==> src/rtl/dwt_row_sequencer_pkg.sv <==
// Shared types and defaults for the lifting-wavelet row sequencer.
// Contents: FSM state enum, default image/datapath geometry, pair-index width helper.
// No ports; imported by the sequencer, its valid pipe and its bus interface.
package dwt_pkg;

  typedef enum logic [2:0] {
    IDLE,
    FETCH_EVEN,
    FETCH_ODD,
    DRAIN,
    DONE
  } state_t;

  localparam int DWT_IMG_W  = 8;
  localparam int DWT_IMG_H  = 8;
  localparam int DWT_DATA_W = 8;
  localparam int DWT_LAT    = 3;
  localparam int DWT_ADDR_W = 6;

  // Bits needed to hold a pair index 0 .. (w*h/2 - 1).
  function automatic int pair_idx_w(input int img_w, input int img_h);
    int n_pairs;
    n_pairs = img_w * img_h / 2;
    if (n_pairs <= 1) return 1;
    return $clog2(n_pairs);
  endfunction

endpackage

==> src/rtl/dwt_row_sequencer_if.sv <==
// Bus bundle between the sequencer, the pixel ROM, the lifting datapath and the coefficient RAM.
// Ports (signals): rd_addr/rd_en/rd_data (ROM), even_o/odd_o/pair_valid (datapath),
// wr_addr_l/wr_addr_h/wr_en (coefficient RAM). master = sequencer side, slave = environment side.
interface dwt_row_sequencer_if
  import dwt_pkg::*;
#(
  parameter int ADDR_W = DWT_ADDR_W,
  parameter int DATA_W = DWT_DATA_W
);
  logic [ADDR_W-1:0] rd_addr;
  logic              rd_en;
  logic [DATA_W-1:0] rd_data;
  logic [DATA_W-1:0] even_o;
  logic [DATA_W-1:0] odd_o;
  logic              pair_valid;
  logic [ADDR_W-1:0] wr_addr_l;
  logic [ADDR_W-1:0] wr_addr_h;
  logic              wr_en;

  modport master (
    output rd_addr, rd_en, even_o, odd_o, pair_valid, wr_addr_l, wr_addr_h, wr_en,
    input  rd_data
  );

  modport slave (
    input  rd_addr, rd_en, even_o, odd_o, pair_valid, wr_addr_l, wr_addr_h, wr_en,
    output rd_data
  );
endinterface

==> src/rtl/dwt_row_sequencer_valid_pipe.sv <==
// LAT-deep shift register tracking issued pairs; turns each into a coefficient write LAT cycles later.
// Ports: i_clr (restart address counters), i_vld (pair issued), o_wr_en/o_wr_addr_l/o_wr_addr_h,
// o_empty (nothing in flight once the current cycle's write completes).
module dwt_valid_pipe
  import dwt_pkg::*;
#(
  parameter int IMG_W  = DWT_IMG_W,
  parameter int LAT    = DWT_LAT,
  parameter int ADDR_W = DWT_ADDR_W
) (
  input  logic              clk,
  input  logic              rst_n,
  input  logic              i_clr,
  input  logic              i_vld,
  output logic              o_wr_en,
  output logic [ADDR_W-1:0] o_wr_addr_l,
  output logic [ADDR_W-1:0] o_wr_addr_h,
  output logic              o_empty
);
  localparam logic [ADDR_W-1:0] HALF     = ADDR_W'(IMG_W / 2);
  localparam logic [ADDR_W-1:0] COL_LAST = ADDR_W'(IMG_W / 2 - 1);

  logic [LAT-1:0]    r_vld;
  logic [ADDR_W-1:0] r_base [LAT];
  logic [ADDR_W-1:0] r_col  [LAT];
  // Address of the next pair to enter the pipe: row base plus column, no divider.
  logic [ADDR_W-1:0] r_cnt_base;
  logic [ADDR_W-1:0] r_cnt_col;
  logic              w_pending;

  always_ff @(posedge clk or negedge rst_n) begin
    if (!rst_n) begin
      r_vld      <= '0;
      r_cnt_base <= '0;
      r_cnt_col  <= '0;
      for (int i = 0; i < LAT; i++) begin
        r_base[i] <= '0;
        r_col[i]  <= '0;
      end
    end else begin
      r_vld[0]  <= i_vld;
      r_base[0] <= r_cnt_base;
      r_col[0]  <= r_cnt_col;
      for (int i = 1; i < LAT; i++) begin
        r_vld[i]  <= r_vld[i-1];
        r_base[i] <= r_base[i-1];
        r_col[i]  <= r_col[i-1];
      end
      if (i_clr) begin
        r_cnt_base <= '0;
        r_cnt_col  <= '0;
      end else if (i_vld) begin
        // Row wrap happens in the same cycle as the last column; no bubble.
        if (r_cnt_col == COL_LAST) begin
          r_cnt_col  <= '0;
          r_cnt_base <= r_cnt_base + ADDR_W'(IMG_W);
        end else begin
          r_cnt_col <= r_cnt_col + 1'b1;
        end
      end
    end
  end

  // The output stage is excluded: a pair writing this cycle is finished after the edge.
  always_comb begin
    w_pending = i_vld;
    for (int i = 0; i < LAT - 1; i++) w_pending = w_pending | r_vld[i];
  end

  assign o_empty     = !w_pending;
  assign o_wr_en     = r_vld[LAT-1];
  assign o_wr_addr_l = o_wr_en ? (r_base[LAT-1] + r_col[LAT-1]) : '0;
  assign o_wr_addr_h = o_wr_en ? (r_base[LAT-1] + HALF + r_col[LAT-1]) : '0;

endmodule

==> src/rtl/dwt_row_sequencer.sv <==
// Walks a full image in the pixel ROM as even/odd pairs, feeds the lifting datapath one pair per
// 2 cycles and generates coefficient writes (L to left half of the row, H to right half).
// Ports: clk, rst_n, start, hold, bus (master modport), busy, done.
// Optional build macro DWT_SEQ_HOLD_EN: hold freezes fetching; otherwise hold is ignored.
module dwt_row_sequencer
  import dwt_pkg::*;
#(
  parameter int IMG_W  = DWT_IMG_W,
  parameter int IMG_H  = DWT_IMG_H,
  parameter int DATA_W = DWT_DATA_W,
  parameter int LAT    = DWT_LAT,
  parameter int ADDR_W = DWT_ADDR_W
) (
  input  logic                 clk,
  input  logic                 rst_n,
  input  logic                 start,
  input  logic                 hold,
  dwt_row_sequencer_if.master  bus,
  output logic                 busy,
  output logic                 done
);
  localparam int N_PAIRS = IMG_W * IMG_H / 2;
  localparam int PW      = pair_idx_w(IMG_W, IMG_H);
  localparam logic [PW-1:0] LAST_N = PW'(N_PAIRS - 1);

  state_t            r_state;
  logic [PW-1:0]     r_n;
  logic [DATA_W-1:0] r_even;
  logic [DATA_W-1:0] r_odd;
  logic              r_pair_vld;
  logic              r_busy;
  logic              r_done;
  logic              w_hold;
  logic              w_fetch;
  logic              w_empty;

`ifdef DWT_SEQ_HOLD_EN
  assign w_hold = hold;
`else
  logic w_unused_hold;
  assign w_unused_hold = hold;
  assign w_hold        = 1'b0;
`endif

  assign w_fetch = (r_state == FETCH_EVEN) || (r_state == FETCH_ODD);

  // Only the fetch states stall on hold; the drain keeps writing regardless.
  assign bus.rd_en   = w_fetch && !w_hold;
  assign bus.rd_addr = w_fetch ? ADDR_W'({r_n, (r_state == FETCH_ODD)}) : '0;

  always_ff @(posedge clk or negedge rst_n) begin
    if (!rst_n) begin
      r_state    <= IDLE;
      r_n        <= '0;
      r_even     <= '0;
      r_odd      <= '0;
      r_pair_vld <= 1'b0;
      r_busy     <= 1'b0;
      r_done     <= 1'b0;
    end else begin
      r_pair_vld <= 1'b0;
      r_done     <= 1'b0;
      case (r_state)
        IDLE: if (start) begin
          r_state <= FETCH_EVEN;
          r_n     <= '0;
          r_busy  <= 1'b1;
        end
        FETCH_EVEN: if (!w_hold) begin
          r_even  <= bus.rd_data;
          r_state <= FETCH_ODD;
        end
        FETCH_ODD: if (!w_hold) begin
          r_odd      <= bus.rd_data;
          r_pair_vld <= 1'b1;
          if (r_n == LAST_N) begin
            r_state <= DRAIN;
          end else begin
            r_n     <= r_n + 1'b1;
            r_state <= FETCH_EVEN;
          end
        end
        DRAIN: if (w_empty) begin
          r_state <= DONE;
          r_done  <= 1'b1;
        end
        DONE: begin
          r_state <= IDLE;
          r_busy  <= 1'b0;
        end
        default: r_state <= IDLE;
      endcase
    end
  end

  assign bus.even_o     = r_even;
  assign bus.odd_o      = r_odd;
  assign bus.pair_valid = r_pair_vld;
  assign busy           = r_busy;
  assign done           = r_done;

  dwt_valid_pipe #(
    .IMG_W  (IMG_W),
    .LAT    (LAT),
    .ADDR_W (ADDR_W)
  ) u_valid_pipe (
    .clk         (clk),
    .rst_n       (rst_n),
    .i_clr       ((r_state == IDLE) && start),
    .i_vld       (r_pair_vld),
    .o_wr_en     (bus.wr_en),
    .o_wr_addr_l (bus.wr_addr_l),
    .o_wr_addr_h (bus.wr_addr_h),
    .o_empty     (w_empty)
  );

endmodule

==> src/flat_wrapper.sv <==
// flat-port wrapper written by rule: the top's interface ports become plain ports
module dwt_row_sequencer_flat import dwt_pkg::*;
#(
  parameter int IMG_W  = DWT_IMG_W,
  parameter int IMG_H  = DWT_IMG_H,
  parameter int DATA_W = DWT_DATA_W,
  parameter int LAT    = DWT_LAT,
  parameter int ADDR_W = DWT_ADDR_W
)
  (clk, rst_n, start, hold, busy, done, bus_rd_addr, bus_rd_en, bus_even_o, bus_odd_o, bus_pair_valid, bus_wr_addr_l, bus_wr_addr_h, bus_wr_en, bus_rd_data);
  dwt_row_sequencer_if #(.ADDR_W(ADDR_W), .DATA_W(DATA_W)) bus_i ();
  input  logic clk;
  input  logic rst_n;
  input  logic start;
  input  logic hold;
  output logic busy;
  output logic done;
  output wire logic [$bits(bus_i.rd_addr)-1:0] bus_rd_addr;
  output wire logic [$bits(bus_i.rd_en)-1:0] bus_rd_en;
  output wire logic [$bits(bus_i.even_o)-1:0] bus_even_o;
  output wire logic [$bits(bus_i.odd_o)-1:0] bus_odd_o;
  output wire logic [$bits(bus_i.pair_valid)-1:0] bus_pair_valid;
  output wire logic [$bits(bus_i.wr_addr_l)-1:0] bus_wr_addr_l;
  output wire logic [$bits(bus_i.wr_addr_h)-1:0] bus_wr_addr_h;
  output wire logic [$bits(bus_i.wr_en)-1:0] bus_wr_en;
  input wire logic [$bits(bus_i.rd_data)-1:0] bus_rd_data;
  assign bus_rd_addr = bus_i.rd_addr;
  assign bus_rd_en = bus_i.rd_en;
  assign bus_even_o = bus_i.even_o;
  assign bus_odd_o = bus_i.odd_o;
  assign bus_pair_valid = bus_i.pair_valid;
  assign bus_wr_addr_l = bus_i.wr_addr_l;
  assign bus_wr_addr_h = bus_i.wr_addr_h;
  assign bus_wr_en = bus_i.wr_en;
  assign bus_i.rd_data = bus_rd_data;
  dwt_row_sequencer #(.IMG_W(IMG_W), .IMG_H(IMG_H), .DATA_W(DATA_W), .LAT(LAT), .ADDR_W(ADDR_W)) u_core (.clk(clk), .rst_n(rst_n), .start(start), .hold(hold), .bus(bus_i), .busy(busy), .done(done));
endmodule
==> config.mk <==
export PLATFORM = sky130hd
export DESIGN_NAME = dwt_row_sequencer_flat
export DESIGN_NICKNAME = d
export VERILOG_FILES = /design/src/rtl/dwt_row_sequencer_pkg.sv /design/src/rtl/dwt_row_sequencer_if.sv /design/src/rtl/dwt_row_sequencer_valid_pipe.sv /design/src/rtl/dwt_row_sequencer.sv /design/src/flat_wrapper.sv
export SDC_FILE = /design/constraint.sdc
export NUM_CORES = 1
export LEC_CHECK = 0
export BUFFER_PORTS_ARGS = -buffer_cell sky130_fd_sc_hd__buf_2
export CAP_MARGIN = 20
export CORE_ASPECT_RATIO = 1.1
export CORE_MARGIN = 5
export CORE_UTILIZATION = 40
export CTS_BUF_LIST = sky130_fd_sc_hd__clkbuf_8 sky130_fd_sc_hd__clkbuf_16
export CTS_CLUSTER_SIZE = 20
export DETAILED_ROUTE_END_ITERATION = 10
export PLACE_DENSITY = 0.59
export SYNTH_ARGS = -nofsm -noshare
export SYNTH_HDL_FRONTEND = slang
export SYNTH_SLANG_ARGS = --single-unit
==> constraint.sdc <==
create_clock -name clk -period 2.61 [get_ports clk]
set_input_delay 0.522 -clock clk [delete_from_list [all_inputs] [get_ports clk]]
set_output_delay 0.522 -clock clk [all_outputs]
set_load 0.05 [all_outputs]
==> After elaboration in Yosys (flattened, before gate mapping) <==
Index checks and enable logic that the tools add are counted.
{ "totals": {"register_bits": 78} }
{ "classes": {"n_addsub": 6, "eq_ne": 9, "mux": 21, "bitwise": 2, "reduce_logical": 11} }
{ "op_table": {"columns": ["operator", "n"], "rows": [
  ["$mux 6", 9],
  ["$add 6x6->6", 2],
  ["$pmux 3 s4", 1],
  ["$mux 5", 2],
  ["$pmux 5 s2", 1],
  ["$reduce_bool 2->1", 4],
  ["$add 6x1->6 const B", 1],
  ["$add 6x3->6 const B", 1],
  ["$add 6x4->6 const B", 1],
  ["$eq 3x2->1 const B", 2],
  ["$eq 6x2->1 const B", 1],
  ["$mux 3", 2],
  ["$ne 2x2->1 const B", 3],
  ["$reduce_and 2->1", 3],
  ["$add 5x1->5 const B", 1],
  ["$eq 5x5->1 const B", 1],
  ["$mux 1", 4],
  ["$eq 3x1->1 const B", 1],
  ["$eq 3x3->1 const B", 1],
  ["$logic_not 3->1", 1],
  ["$reduce_and 3->1", 1],
  ["$mux 2", 1],
  ["$or 1x1->1", 2],
  ["$pmux 1 s2", 1],
  ["other kinds (2)", 2]
]} }

==> Depth between registers and ports, before layout <==
Gate-level depths: netlist of run 1.
{ "logic_depth": {"ltp_word": 4, "depth_mapped": 7} }

==> Modules after synthesis <==
A second synthesis of run 1 with hierarchy kept.
{ "unflattened": {"hier_cells": 195, "area_unflattened_um2": 2633.8} }
{ "by_module_without_submodules": {"columns": ["module", "n_inst", "cells_per_inst", "area_each_um2", "seq_area_each_um2"], "rows": [
  ["dwt_valid_pipe", 1, 105, 1460.2, 975.9],
  ["dwt_row_sequencer", 1, 90, 1173.6, 675.6]
]} }

==> Least setup slack after synthesis of run 1 <==
Ideal clock, no wire load.
{ "synth_timing": {"path_type": "register -> output", "from": "reg u_core.r_state[0]", "to": "out bus_rd_addr[1]", "t_arrival_ns": 1.915, "required_time_ns": 2.088, "setup_slack_ns": 0.173, "stages_incl_launch_ff": 5, "path_buffers": 1, "path_cell_list": "dfrtp_1 -> buf_4 -> xnor2_1 -> nor2_1 -> and2_1"} }
{ "synth_between": {"elab_chain_len": 3, "elab_cells_between_ends": 4, "classes_between": "eq/ne: 2; mux: 1; reduce/logical: 1"} }
{ "synth_rtl": {"columns": ["element", "line", "text"], "rows": [
  ["start: declaration", "dwt_row_sequencer.sv:26", "state_t r_state;"],
  ["start signal: assignment", "dwt_row_sequencer.sv:53", "r_state <= IDLE;"],
  ["start signal: assignment", "dwt_row_sequencer.sv:65", "r_state <= FETCH_EVEN;"],
  ["start signal: assignment", "dwt_row_sequencer.sv:71", "r_state <= FETCH_ODD;"],
  ["$eq 3x1->1 or $eq 3x2->1 (tied branches)", "dwt_row_sequencer.sv:45", "assign w_fetch = (r_state == FETCH_EVEN) || (r_state == FETCH_ODD);"],
  ["$logic_or 1x1->1 (*)", "dwt_row_sequencer.sv:45", null],
  ["net bus_rd_en", "flat_wrapper.sv:19", "output wire logic [$bits(bus_i.rd_en)-1:0] bus_rd_en;"],
  ["$mux 6 (*)", "dwt_row_sequencer.sv:49", "assign bus.rd_addr = w_fetch ? ADDR_W'({r_n, (r_state == FETCH_ODD)}) : '0;"],
  ["end: declaration", "flat_wrapper.sv:18", "output wire logic [$bits(bus_i.rd_addr)-1:0] bus_rd_addr;"]
]} }
Mark *: on every way through the listed nets, which the timed path passes. The rest lies on a longest branch.

==> Final worst setup path of run 1 <==
{ "layout_timing": {"from": "reg u_core.u_valid_pipe.r_base[3] (netlist name)", "to": "out bus_wr_addr_h[5]"} }
{ "layout_between": {"elab_chain_len": 3} }
{ "layout_rtl": {"columns": ["element", "line", "text"], "rows": [
  ["start: declaration", "dwt_row_sequencer_valid_pipe.sv:24", "logic [ADDR_W-1:0] r_base [LAT];"],
  ["start signal: indexed assignment", "dwt_row_sequencer_valid_pipe.sv:46", "r_base[i] <= r_base[i-1];"],
  ["$add 6x3->6", "dwt_row_sequencer_valid_pipe.sv:73", "assign o_wr_addr_h = o_wr_en ? (r_base[LAT-1] + HALF + r_col[LAT-1]) : '0;"],
  ["$add 6x6->6", "dwt_row_sequencer_valid_pipe.sv:73", null],
  ["$mux 6", "dwt_row_sequencer_valid_pipe.sv:73", null],
  ["end: declaration", "flat_wrapper.sv:24", "output wire logic [$bits(bus_i.wr_addr_h)-1:0] bus_wr_addr_h;"]
]} }
No other way between the ends.

==> results of run 1 <==
==> routing by layer <==
metal / global-route usage (%) / vias to the layer above / wire length, um
met5: 0 / - / 0
met4: 7.289 / 0 / 93
met3: 3.630 / 8 / 279
met2: 16.90 / 35 / 1970
met1: 13.59 / 739 / 1808
li1: - / 771 / -
==> cell type report <==
cell class                 count  area [sq um]
fill                         607          3378
sequential                    66          1652
multi-input combinational    123         950.9
timing repair buffer          52         289.0
clock buffer                  11         151.4
tap                           82         102.6
clock inverter                 4         20.02
inverter                       3         11.26
==> Yosys cell counts, types with 2 or more instances <==
master | instances | area (sq um)
buf_2 | 3 | 15.01
nor3b_2 | 2 | 25.02
inv_1 | 3 | 11.26
nor3_1 | 3 | 15.01
nand2b_1 | 2 | 12.51
and3_1 | 3 | 18.77
a21oi_1 | 8 | 40.04
ha_1 | 10 | 125.1
and2_1 | 14 | 87.58
xor2_1 | 8 | 70.07
xnor2_1 | 5 | 43.79
buf_4 | 4 | 30.03
mux2i_1 | 3 | 30.03
a22oi_1 | 2 | 15.01
o21ai_0 | 5 | 25.02
nand4_1 | 2 | 12.51
nor2_2 | 2 | 12.51
nand2_1 | 8 | 30.03
mux2_2 | 16 | 180.2
dfrtp_1 | 66 | 1652
nor2_1 | 18 | 67.56
==> power by group <==
part | internal, W | total [W] | switching [W]
logic | 0.000476 | 0.00165 | 0.00117
clock network | 0.000382 | 0.000718 | 0.000336
registers | 0.00130 | 0.00151 | 0.000206
total | 0.00216 | 0.00387 | 0.00171
==> sequential cells by signal, indices dropped and copies added (netlist names) <==
| register | flops |
|---|---|
| u_core.u_valid_pipe.r_cnt_col | 6 |
| u_core.busy | 1 |
| u_core.u_valid_pipe.r_col | 18 |
| u_core.u_valid_pipe.r_vld | 3 |
| u_core.u_valid_pipe.r_base | 9 |
| u_core.bus.pair_valid | 1 |
| u_core.done | 1 |
| u_core.r_state | 3 |
| u_core.r_n | 5 |
| u_core.bus.even_o | 8 |
| u_core.bus.odd_o | 8 |
| u_core.u_valid_pipe.r_cnt_base | 3 |
==> through the flow <==
step / TNS [ps] / setup slack (ps)
after CTS: 0 / 8.482
after global placement: 0 / 283.2
after floorplan: 0 / 173.1
after detailed placement: 0 / 246.2
final: 0 / 84.64
after global routing: -54.42 / -54.42
==> critical path, cell delays in order (launching register included) <==
cell	delay, ps
dfrtp_1	370
ha_2	200
fa_1	500
nor2_1	50
a21oi_1	140
xnor2_1	120
and2_1	150
buf_6	160
==> repair_timing <==
item,4_1_cts,5_1_grt
gates cloned,0,0
pin swaps,2,2
setup buffers,1,0
setup endpoints to repair,1,2
resized for setup,3,2
==> worst paths after layout <==
| path | startpoint | end | slack, ps |
|---|---|---|---|
| setup / recovery | u_core.u_valid_pipe.r_base[3]$_DFF_PN0_ | bus_wr_addr_h[5] | 80 |
| hold / removal | rst_n | u_core.bus.odd_o[7]$_DFFE_PN0P_ | 60 |
| setup reg to reg | u_core.r_n[0]$_DFFE_PN0P_ | u_core.r_n[0]$_DFFE_PN0P_ | 750 |
| hold reg to reg | u_core.u_valid_pipe.r_base[17]$_DFF_PN0_ | u_core.u_valid_pipe.r_base[11]$_DFF_PN0_ | 350 |
| max in group asynchronous | rst_n | u_core.u_valid_pipe.r_cnt_base[3]$_DFFE_PN0P_ | 1990 |
| min in group clk | u_core.u_valid_pipe.r_base[17]$_DFF_PN0_ | u_core.u_valid_pipe.r_base[11]$_DFF_PN0_ | 350 |
==> kinds of logic after synthesis <==
group                      share of synthesized area, %
AOI/OAI and AO/OA                                 3.283
xor gates and xnor gates                          4.268
adders and majority gates                         5.441
muxes                                             7.880
buffers and inverters                             2.533
other                                            0.1406
and+or+nand+nor                                   14.54
DFF                                               61.91
==> summary.txt, run 1 <==
Outcome
  • Status: finished, final reports clean

Yosys
  • Netlist cell types: 34
  • Register bit total from synthesis: 66
  • Syn avg cell area: 13.34 sq um
  • Async S/R FF share, synth: 100.0%
  • Cells after Synth: 200
  • Net Count, Synth: 223
  • Synth Flop Type: dfrtp_1
  • Seq/Total Area, Yosys: 61.91%
  • Mapped cell area: 2668 sq um
  • Number of synthesized flops with an enable pin: 0
  • Yosys warning count: 0

Clock tree
  • TritonCTS Buffers: 9
  • Hold Buf Count CTS: 0
  • Max H-tree Level: 3
  • Clock buffer depth: 2
  • Clock sinks: 66
  • Root buf cell: clkbuf_8
  • Worst-Skew Late Latency: 330 ps
  • TritonCTS clock tree: yes
  • Worst-path clk slew: 70 ps

Layout
  • Post-Layout Cell Count: 341
  • Most common cell after layout, fill and taps aside: dfrtp_1
  • Fin area: 3177 sq um
  • Antenna diodes: 0
  • Most frequent cells in the layout: dfrtp_1 (66), buf_2 (47), nor2_1 (18)
  • Area Overhead vs Synth: 19.09%
  • Finished Core Util: 48.46%
  • Ratio of cells with drive above 1 in the final layout: 35.52%
  • Nets: 278

Timing
  • Fmax: 396.0 MHz
  • Final hold viol count: 0
  • Final period util: 96.76%
  • Final min period: 2525 ps
  • Final setup fails: 0
  • Slew Limit Fails: 0
  • Layout Skew: 5.307 ps
  • RSZ-0062 raised after global routing: yes
  • Hold WS: 59.97 ps

Routing
  • DR WL/cell: 12.18 um
  • Drt first-iter violations: 80
  • First drt pass iteration count: 3
  • WL final: 4152 um
  • Vias/cell: 4.554
  • Antenna Nets Post-Route: 0
  • DRC: 0
  • Vias: 1553

Worst setup path
  • R2r worst-path depth: 6
  • CP Capture Type: output pin
  • Arr. time, crit path: 2000 ps
  • CP max FO: 3
  • CP Launch Type: flip-flop
  • Critical Path RT: 2090 ps
  • WS Path Type: flip-flop to output pin

Global route
  • GR Overflow Total: 0
  • Largest net degree at the start of global routing: 57
  • Total GRT Usage: 11.17%
  • First-pass GRT wire length: 7031 um
  • Initial antenna violation count: 0
  • Vias in the first global route: 1540

Job
  • Maxcap violations: 0

Floorplanning
  • Row Count: 31
  • Die Wd: 87.86 um
  • Die area: 8404 sq um
  • Die H: 95.65 um
  • Starting Density: 40.69%
  • Top Ports: 51
  • CORE AREA: 6555 sq um

Power and ir drop
  • Power per Cell Area: 1218 nW/um^2
  • Total Power: 0.003870 W
  • Max VDD drop: 0.0006082 V
  • Leak Pwr: 1.651 nW

Placement
  • DP Area: 2987 sq um
  • GPL Wtd Cong: 0.7095
  • Inst Count DP: 325
  • DPL Wire Length: 3027 um
  • PortBufs: 49

Worst hold path
  • Worst min path class: input port to asynchronous set/reset pin
Power figures use the tool's default switching activity.
==> run 2, diff against run 1 <==
--- a/config.mk
+++ b/config.mk
@@ -15,2 +15,3 @@
 export DETAILED_ROUTE_END_ITERATION = 10
+export MAX_ROUTING_LAYER = met4
 export PLACE_DENSITY = 0.59
--- a/constraint.sdc
+++ b/constraint.sdc
@@ -3,2 +3,2 @@
 set_output_delay 0.522 -clock clk [all_outputs]
-set_load 0.05 [all_outputs]
+set_load 0.01 [all_outputs]
==> run 2 against run 1 <==
Global-route usage increased by 0.37 points. Sequential share of layout area decreased by 0.33 points. Utilization increased by 0.31 points. Combinational power decreased by 41%. Register-to-register slack about the same. Design area increased by 0.63%. Clock-buffer cell count decreased by 1. Non-clock buffer count increased by 2. Setup slack improved by 33 ps. Wire length increased by 0.46%. Sequential power about the same. Highest routed layer unchanged.
==> summary.txt, run 2 (synthesis results as in run 1) <==
Timing
  • Final setup fails: 0 (unchanged)
  • Fmax: 401.2 MHz (was 396.0 MHz)
  • Post-route setup TNS: 0 ps (unchanged)
  • Final hold viol count: 0 (unchanged)
  • RSZ-0062 raised after global routing: no (was yes)
  • Layout Skew: 4.522 ps (was 5.307 ps)
  • Hold WS: 46.71 ps (was 59.97 ps)
  • Slew Limit Fails: 0 (unchanged)
  • Final period util: 95.49% (was 96.76%)
  • Final min period: 2492 ps (was 2525 ps)

Routing
  • WL final: 4171 um (was 4152 um)
  • Vias: 1578 (was 1553)
  • First drt pass iteration count: 3 (unchanged)
  • Vias/cell: 4.601 (was 4.554)
  • DR WL/cell: 12.16 um (was 12.18 um)
  • DRC: 0 (unchanged)
  • Antenna Nets Post-Route: 0 (unchanged)
  • Drt first-iter violations: 69 (was 80)

Layout
  • Area Overhead vs Synth: 19.84% (was 19.09%)
  • Ratio of cells with drive above 1 in the final layout: 37.55% (was 35.52%)
  • Register bank with the most flops: u_core.u_valid_pipe.r_col (unchanged)
  • Number of flip-flops in the largest register: 18 (unchanged)
  • Nets: 280 (was 278)
  • Most frequent cells in the layout: dfrtp_1 (66), buf_2 (49), nor2_1 (17) (was dfrtp_1 (66), buf_2 (47), nor2_1 (18))
  • Top flop regs: u_core.u_valid_pipe.r_col x18, u_core.u_valid_pipe.r_base x9 (unchanged)
  • Most common cell after layout, fill and taps aside: dfrtp_1 (unchanged)
  • Finished Core Util: 48.77% (was 48.46%)
  • Fillers: 592 (was 607)
  • Antenna diodes: 0 (unchanged)

Job
  • Maxcap violations: 0 (unchanged)

Clock tree
  • Worst-Skew Late Latency: 340 ps (was 330 ps)
  • Max H-tree Level: 3 (unchanged)
  • TritonCTS clock tree: yes (unchanged)
  • Root buf cell: clkbuf_8 (unchanged)
  • Worst-path clk slew: 70 ps (about the same)
  • TritonCTS Buffers: 9 (unchanged)
  • Clock sinks: 66 (unchanged)
  • Clock buffer depth: 2 (unchanged)

Worst setup path
  • Arr. time, crit path: 1970 ps (was 2000 ps)
  • CP max FO: 3 (unchanged)
  • CP Cell Sequence: ha_4 > fa_1 > nor2_2 > a21oi_2 > xnor2_1 > and2_1 > buf_2 (was ha_2 > fa_1 > nor2_1 > a21oi_1 > xnor2_1 > and2_1 > buf_6)
  • WS Path Type: flip-flop to output pin (unchanged)
  • CP Launch Point: u_core.u_valid_pipe.r_col[3]$_DFF_PN0_ (was u_core.u_valid_pipe.r_base[3]$_DFF_PN0_)
  • Buf/Inv on CP: 1 (unchanged)
  • CP Launch Type: flip-flop (unchanged)
  • Slowest Stage Delay on Critical Path: 540 ps (was 500 ps)
  • Critical Path RT: 2090 ps (about the same)
  • CP Capture Type: output pin (unchanged)
  • Crit-path slowest cell: fa_1 (unchanged)
  • Reg2reg start: u_core.r_n[0]$_DFFE_PN0P_ (unchanged)
  • Crit path max-delay family: adder cells (unchanged)

Placement
  • DPL Wire Length: 2974 um (was 3027 um)
  • PortBufs: 49 (unchanged)
  • GPL Wtd Cong: 0.7401 (was 0.7095)

Power and ir drop
  • Power per Cell Area: 1001 nW/um^2 (was 1218 nW/um^2)
  • Leak Pwr: 1.656 nW (was 1.651 nW)
  • Max VDD drop: 0.0004050 V (was 0.0006082 V)

Global route
  • GR Overflow Total: 0 (unchanged)
  • Total GRT Usage: 11.54% (was 11.17%)
  • First-pass GRT wire length: 7148 um (was 7031 um)
  • Largest net degree at the start of global routing: 57 (unchanged)
  • Initial antenna violation count: 0 (unchanged)
  • Vias in the first global route: 1586 (was 1540)

Floorplanning
  • Die area: 8404 sq um (unchanged)
  • Die H: 95.65 um (unchanged)
  • CORE AREA: 6555 sq um (unchanged)
  • Top Ports: 51 (unchanged)
  • Row Count: 31 (unchanged)
  • Starting Density: 40.69% (unchanged)
  • Die Wd: 87.86 um (unchanged)

Worst hold path
  • Worst min path class: input port to asynchronous set/reset pin (unchanged)

Outcome
  • Status: finished, final reports clean (unchanged)
-- run 2: path summary, 6_finish.rpt --
path,depth (start not counted),end,slack [ps]
max,7,bus_wr_addr_h[5],120
min,1,u_core.bus.odd_o[7]$_DFFE_PN0P_,50
max reg2reg,6,u_core.r_n[4]$_DFFE_PN0P_,760
min reg2reg,0,u_core.u_valid_pipe.r_col[9]$_DFF_PN0_,340
max in group asynchronous,2,u_core.u_valid_pipe.r_base[15]$_DFF_PN0_,2000
min in group clk,0,u_core.u_valid_pipe.r_col[9]$_DFF_PN0_,340
-- run 2: stage by stage --
step	area (sq um)	setup WS, ps	std cells	total power, W
after CTS	3156	29.52	340	0.003252
final	3197	117.8	343	0.003200
after detailed placement	2987	401.9	325	0.002524
after floorplan	2668	520.4	200	0.002177
after global routing	3197	3.805	343	0.003448
after global placement	2987	412.7	325	0.002501
-- run 2: what timing repair did --
| item | in CTS | in global routing |
|---|---|---|
| hold buffers | 0 | 0 |
| setup buffers | 0 | 3 |
| resized for setup | 0 | 4 |
| setup endpoints to repair | 0 | 1 |
-- run 2: final cells by class --
cell class                 instances  area, sq um  area share (%)
sequential                        66         1652           51.66
multi-input combinational        123        967.2           30.25
timing repair buffer              54        295.3           9.237
clock buffer                      10        137.6           4.305
tap                               82        102.6           3.209
clock inverter                     5        31.28          0.9785
inverter                           3        11.26          0.3523
-- run 2: worst register-to-register path: cells and delay by family (launching register included) --
kind / cells / cell delay [ps]
compound gates: 2 / 290
fa+ha+maj: 2 / 550
flops: 1 / 430
simple gates: 2 / 510
-- run 2: layer usage --
layer / track usage [%] / up-vias / wire [um]
met5: - / - / 0
met4: 6.138 / 0 / 88
met3: 4.149 / 8 / 330
met2: 16.96 / 39 / 1966
met1: 13.85 / 754 / 1785
li1: - / 777 / -
-- run 2: power by group --
part           total (W)  switching (W)  internal, W
sequential       0.00151       0.000209      0.00130
combinational   0.000974       0.000498     0.000475
clock           0.000717       0.000356     0.000361
total            0.00320        0.00106      0.00214
==> run 3, diff against run 2 <==
Settings changed: HOLD_SLACK_MARGIN set to 0.1.
==> run 3 against run 2 <==
Via count is 0.32% higher. Highest routed layer unchanged. Largest cell class unchanged. Wire length rose by 0.67%. Die area unchanged.
==> summary.txt, run 3 (synthesis results as in run 1) <==
Floorplanning
  • CORE AREA: 6555 sq um (unchanged)
  • Die area: 8404 sq um (unchanged)
  • Die Wd: 87.86 um (unchanged)
  • Row Count: 31 (unchanged)
  • Starting Density: 40.69% (unchanged)
  • Die H: 95.65 um (unchanged)
  • Top Ports: 51 (unchanged)

Routing
  • Drt first-iter violations: 65 (was 69)
  • First drt pass iteration count: 3 (unchanged)
  • DRC: 0 (unchanged)
  • Antenna Nets Post-Route: 0 (unchanged)
  • DR WL/cell: 12.21 um (was 12.16 um)
  • Vias: 1583 (was 1578)
  • WL final: 4199 um (was 4171 um)
  • Vias/cell: 4.602 (was 4.601)

Worst setup path
  • CP Cell Sequence: ha_4 > fa_1 > nor2_2 > a21oi_2 > xnor2_1 > and2_1 > buf_2 (unchanged)
  • CP Capture Type: output pin (unchanged)
  • Crit-path slowest cell: fa_1 (unchanged)
  • CP Launch Type: flip-flop (unchanged)
  • FF-to-FF End: u_core.r_n[4]$_DFFE_PN0P_ (unchanged)
  • Slowest Stage Delay on Critical Path: 540 ps (about the same)
  • Critical Path RT: 2090 ps (about the same)
  • CP max FO: 3 (unchanged)
  • WS Path Type: flip-flop to output pin (unchanged)
  • Reg2reg start: u_core.r_n[0]$_DFFE_PN0P_ (unchanged)
  • Arr. time, crit path: 1970 ps (about the same)
  • R2R Setup Slk: 760 ps (about the same)
  • R2r worst-path depth: 6 (unchanged)

Global route
  • GR Overflow Total: 0 (unchanged)
  • Met3 global-route usage: 4.149% (unchanged)
  • Layer with the highest usage: met2 (unchanged)
  • Largest net degree at the start of global routing: 57 (unchanged)
  • Met1 Usage GRT: 13.97% (was 13.85%)
  • Grt met2 use: 17.09% (was 16.96%)
  • First-pass GRT wire length: 7196 um (was 7148 um)
  • Initial antenna violation count: 0 (unchanged)
  • Vias in the first global route: 1588 (was 1586)
  • Total GRT Usage: 11.61% (was 11.54%)

Timing
  • Final hold viol count: 0 (unchanged)
  • Fmax: 401.3 MHz (was 401.2 MHz)
  • Final min period: 2492 ps (about the same)
  • Post-route setup TNS: 0 ps (unchanged)
  • Final setup fails: 0 (unchanged)
  • RSZ-0062 raised after global routing: no (unchanged)
  • Slew Limit Fails: 0 (unchanged)
  • Layout Skew: 3.601 ps (was 4.522 ps)
  • Final period util: 95.48% (was 95.49%)

Layout
  • Nets: 281 (was 280)
  • Antenna diodes: 0 (unchanged)
  • Register bank with the most flops: u_core.u_valid_pipe.r_col (unchanged)
  • Post-Layout Cell Count: 344 (was 343)
  • Ratio of cells with drive above 1 in the final layout: 37.40% (was 37.55%)
  • Most frequent cells in the layout: dfrtp_1 (66), buf_2 (49), nor2_1 (17) (unchanged)
  • Most common cell after layout, fill and taps aside: dfrtp_1 (unchanged)
  • Top flop regs: u_core.u_valid_pipe.r_col x18, u_core.u_valid_pipe.r_base x9 (unchanged)
  • Area Overhead vs Synth: 20.22% (was 19.84%)
  • Number of flip-flops in the largest register: 18 (unchanged)
  • Fillers: 593 (was 592)

Worst hold path
  • Hold Path End: u_core.u_valid_pipe.r_col[9]$_DFF_PN0_
  • Worst min path class: flip-flop to flip-flop (was input port to asynchronous set/reset pin)
  • Hold path startpoint: u_core.u_valid_pipe.r_col[15]$_DFF_PN0_
  • Hold Path Depth: 0

Power and ir drop
  • Max VDD drop: 0.0004065 V (was 0.0004050 V)
  • Clock share of power: 22.3% (was 22.4%)
  • Int Power: 0.002137 W (was 0.002136 W)
  • Flop pwr share: 47.2% (about the same)
  • Comb power frac: 30.5% (was 30.4%)
  • Switching Share: 33.28% (was 33.24%)
  • Power per Cell Area: 998.8 nW/um^2 (was 1001 nW/um^2)
  • Leak Pwr: 1.661 nW (was 1.656 nW)
  • Switching Power: 0.001066 W (was 0.001064 W)

Job
  • Maxcap violations: 0 (unchanged)

Clock tree
  • TritonCTS clock tree: yes (unchanged)
  • Clock buffer depth: 2 (unchanged)
  • Max H-tree Level: 3 (unchanged)
  • Worst-path clk slew: 70 ps (about the same)
  • Root buf cell: clkbuf_8 (unchanged)
  • Clock sinks: 66 (unchanged)
  • TritonCTS Buffers: 9 (unchanged)
  • Worst-Skew Late Latency: 330 ps (was 340 ps)

Placement
  • DPL Wire Length: 2974 um (unchanged)
  • Inst Count DP: 325 (unchanged)
  • GPL Wtd Cong: 0.7401 (unchanged)
  • PortBufs: 49 (unchanged)

Outcome
  • Status: finished, final reports clean (unchanged)
run 3: changes by cell type in the layout (fill, tap and decap cells not counted):
cell	change
dlygate4sd3_1	+1
run 3: how the worst max path moves through the flow:
stage | from | endpoint | slack [ps] | depth (start not counted)
after floorplan | u_core.u_valid_pipe.r_base[3]$_DFF_PN0_ | bus_wr_addr_h[5] | 520 | 6
after global placement | u_core.u_valid_pipe.r_base[3]$_DFF_PN0_ | bus_wr_addr_h[5] | 410 | 7
after detailed placement | u_core.u_valid_pipe.r_base[3]$_DFF_PN0_ | bus_wr_addr_h[5] | 400 | 7
after CTS | u_core.u_valid_pipe.r_base[3]$_DFF_PN0_ | bus_wr_addr_h[5] | 30 | 7
after global routing | u_core.u_valid_pipe.r_col[3]$_DFF_PN0_ | bus_wr_addr_h[5] | 4 | 7
final | u_core.u_valid_pipe.r_col[3]$_DFF_PN0_ | bus_wr_addr_h[5] | 120 | 7
run 3: power by group through the flow:
| stage | registers (W) | logic (W) | clock network [W] |
|---|---|---|---|
| after floorplan | 0.00152 | 0.000658 | 0 |
| after global placement | 0.00152 | 0.000982 | 0 |
| after detailed placement | 0.00153 | 0.000992 | 0 |
| after CTS | 0.00151 | 0.000996 | 0.000745 |
| after global routing | 0.00156 | 0.00110 | 0.000790 |
| final | 0.00151 | 0.000977 | 0.000716 |
run 3: what timing repair did:
item,4_1_cts,5_1_grt
hold buffers,1,0
endpoints found under the setup margin,0,1
gates resized for setup,0,4
setup buffers,0,3
endpoints found under the hold margin,10,0
run 3: stage by stage:
stage                     area, sq um  power (W)  utilization [%]  hold slack, ps  setup WS [ps]
after floorplan                  2668   0.002177                -           226.4          520.4
after global placement           2987   0.002501            45.56           331.8          412.7
after detailed placement         2987   0.002524            45.56           334.7          401.9
after CTS                        3166   0.003254            48.29           348.3          29.52
after global routing             3207   0.003449            48.92           353.3          3.805
final                            3207   0.003203            48.92           344.9          118.0
run 3: per-layer routing:
metal / wire length [um] / up-vias
li1: - / 779
met3: 330 / 8
met4: 88 / 0
met1: 1791 / 757
met5: 0 / -
met2: 1988 / 39
run 3: final cells by class:
class / instances / area, sq um / area share, %
sequential: 66 / 1652 / 51.50
multi-input combinational: 123 / 967.2 / 30.16
timing repair buffer: 55 / 305.3 / 9.520
clock buffer: 10 / 137.6 / 4.292
tap: 82 / 102.6 / 3.199
clock inverter: 5 / 31.28 / 0.9754
inverter: 3 / 11.26 / 0.3512
run 3: critical path, delay by kind of cell, from the launching register on:
family	cells	cell delay [ps]
adder cells (fa/ha/maj)	2	720
buffers and inverters	1	120
AO/OA/AOI/OAI	1	110
XOR/XNOR	1	110
flip-flops	1	400
AND/OR/NAND/NOR	2	170
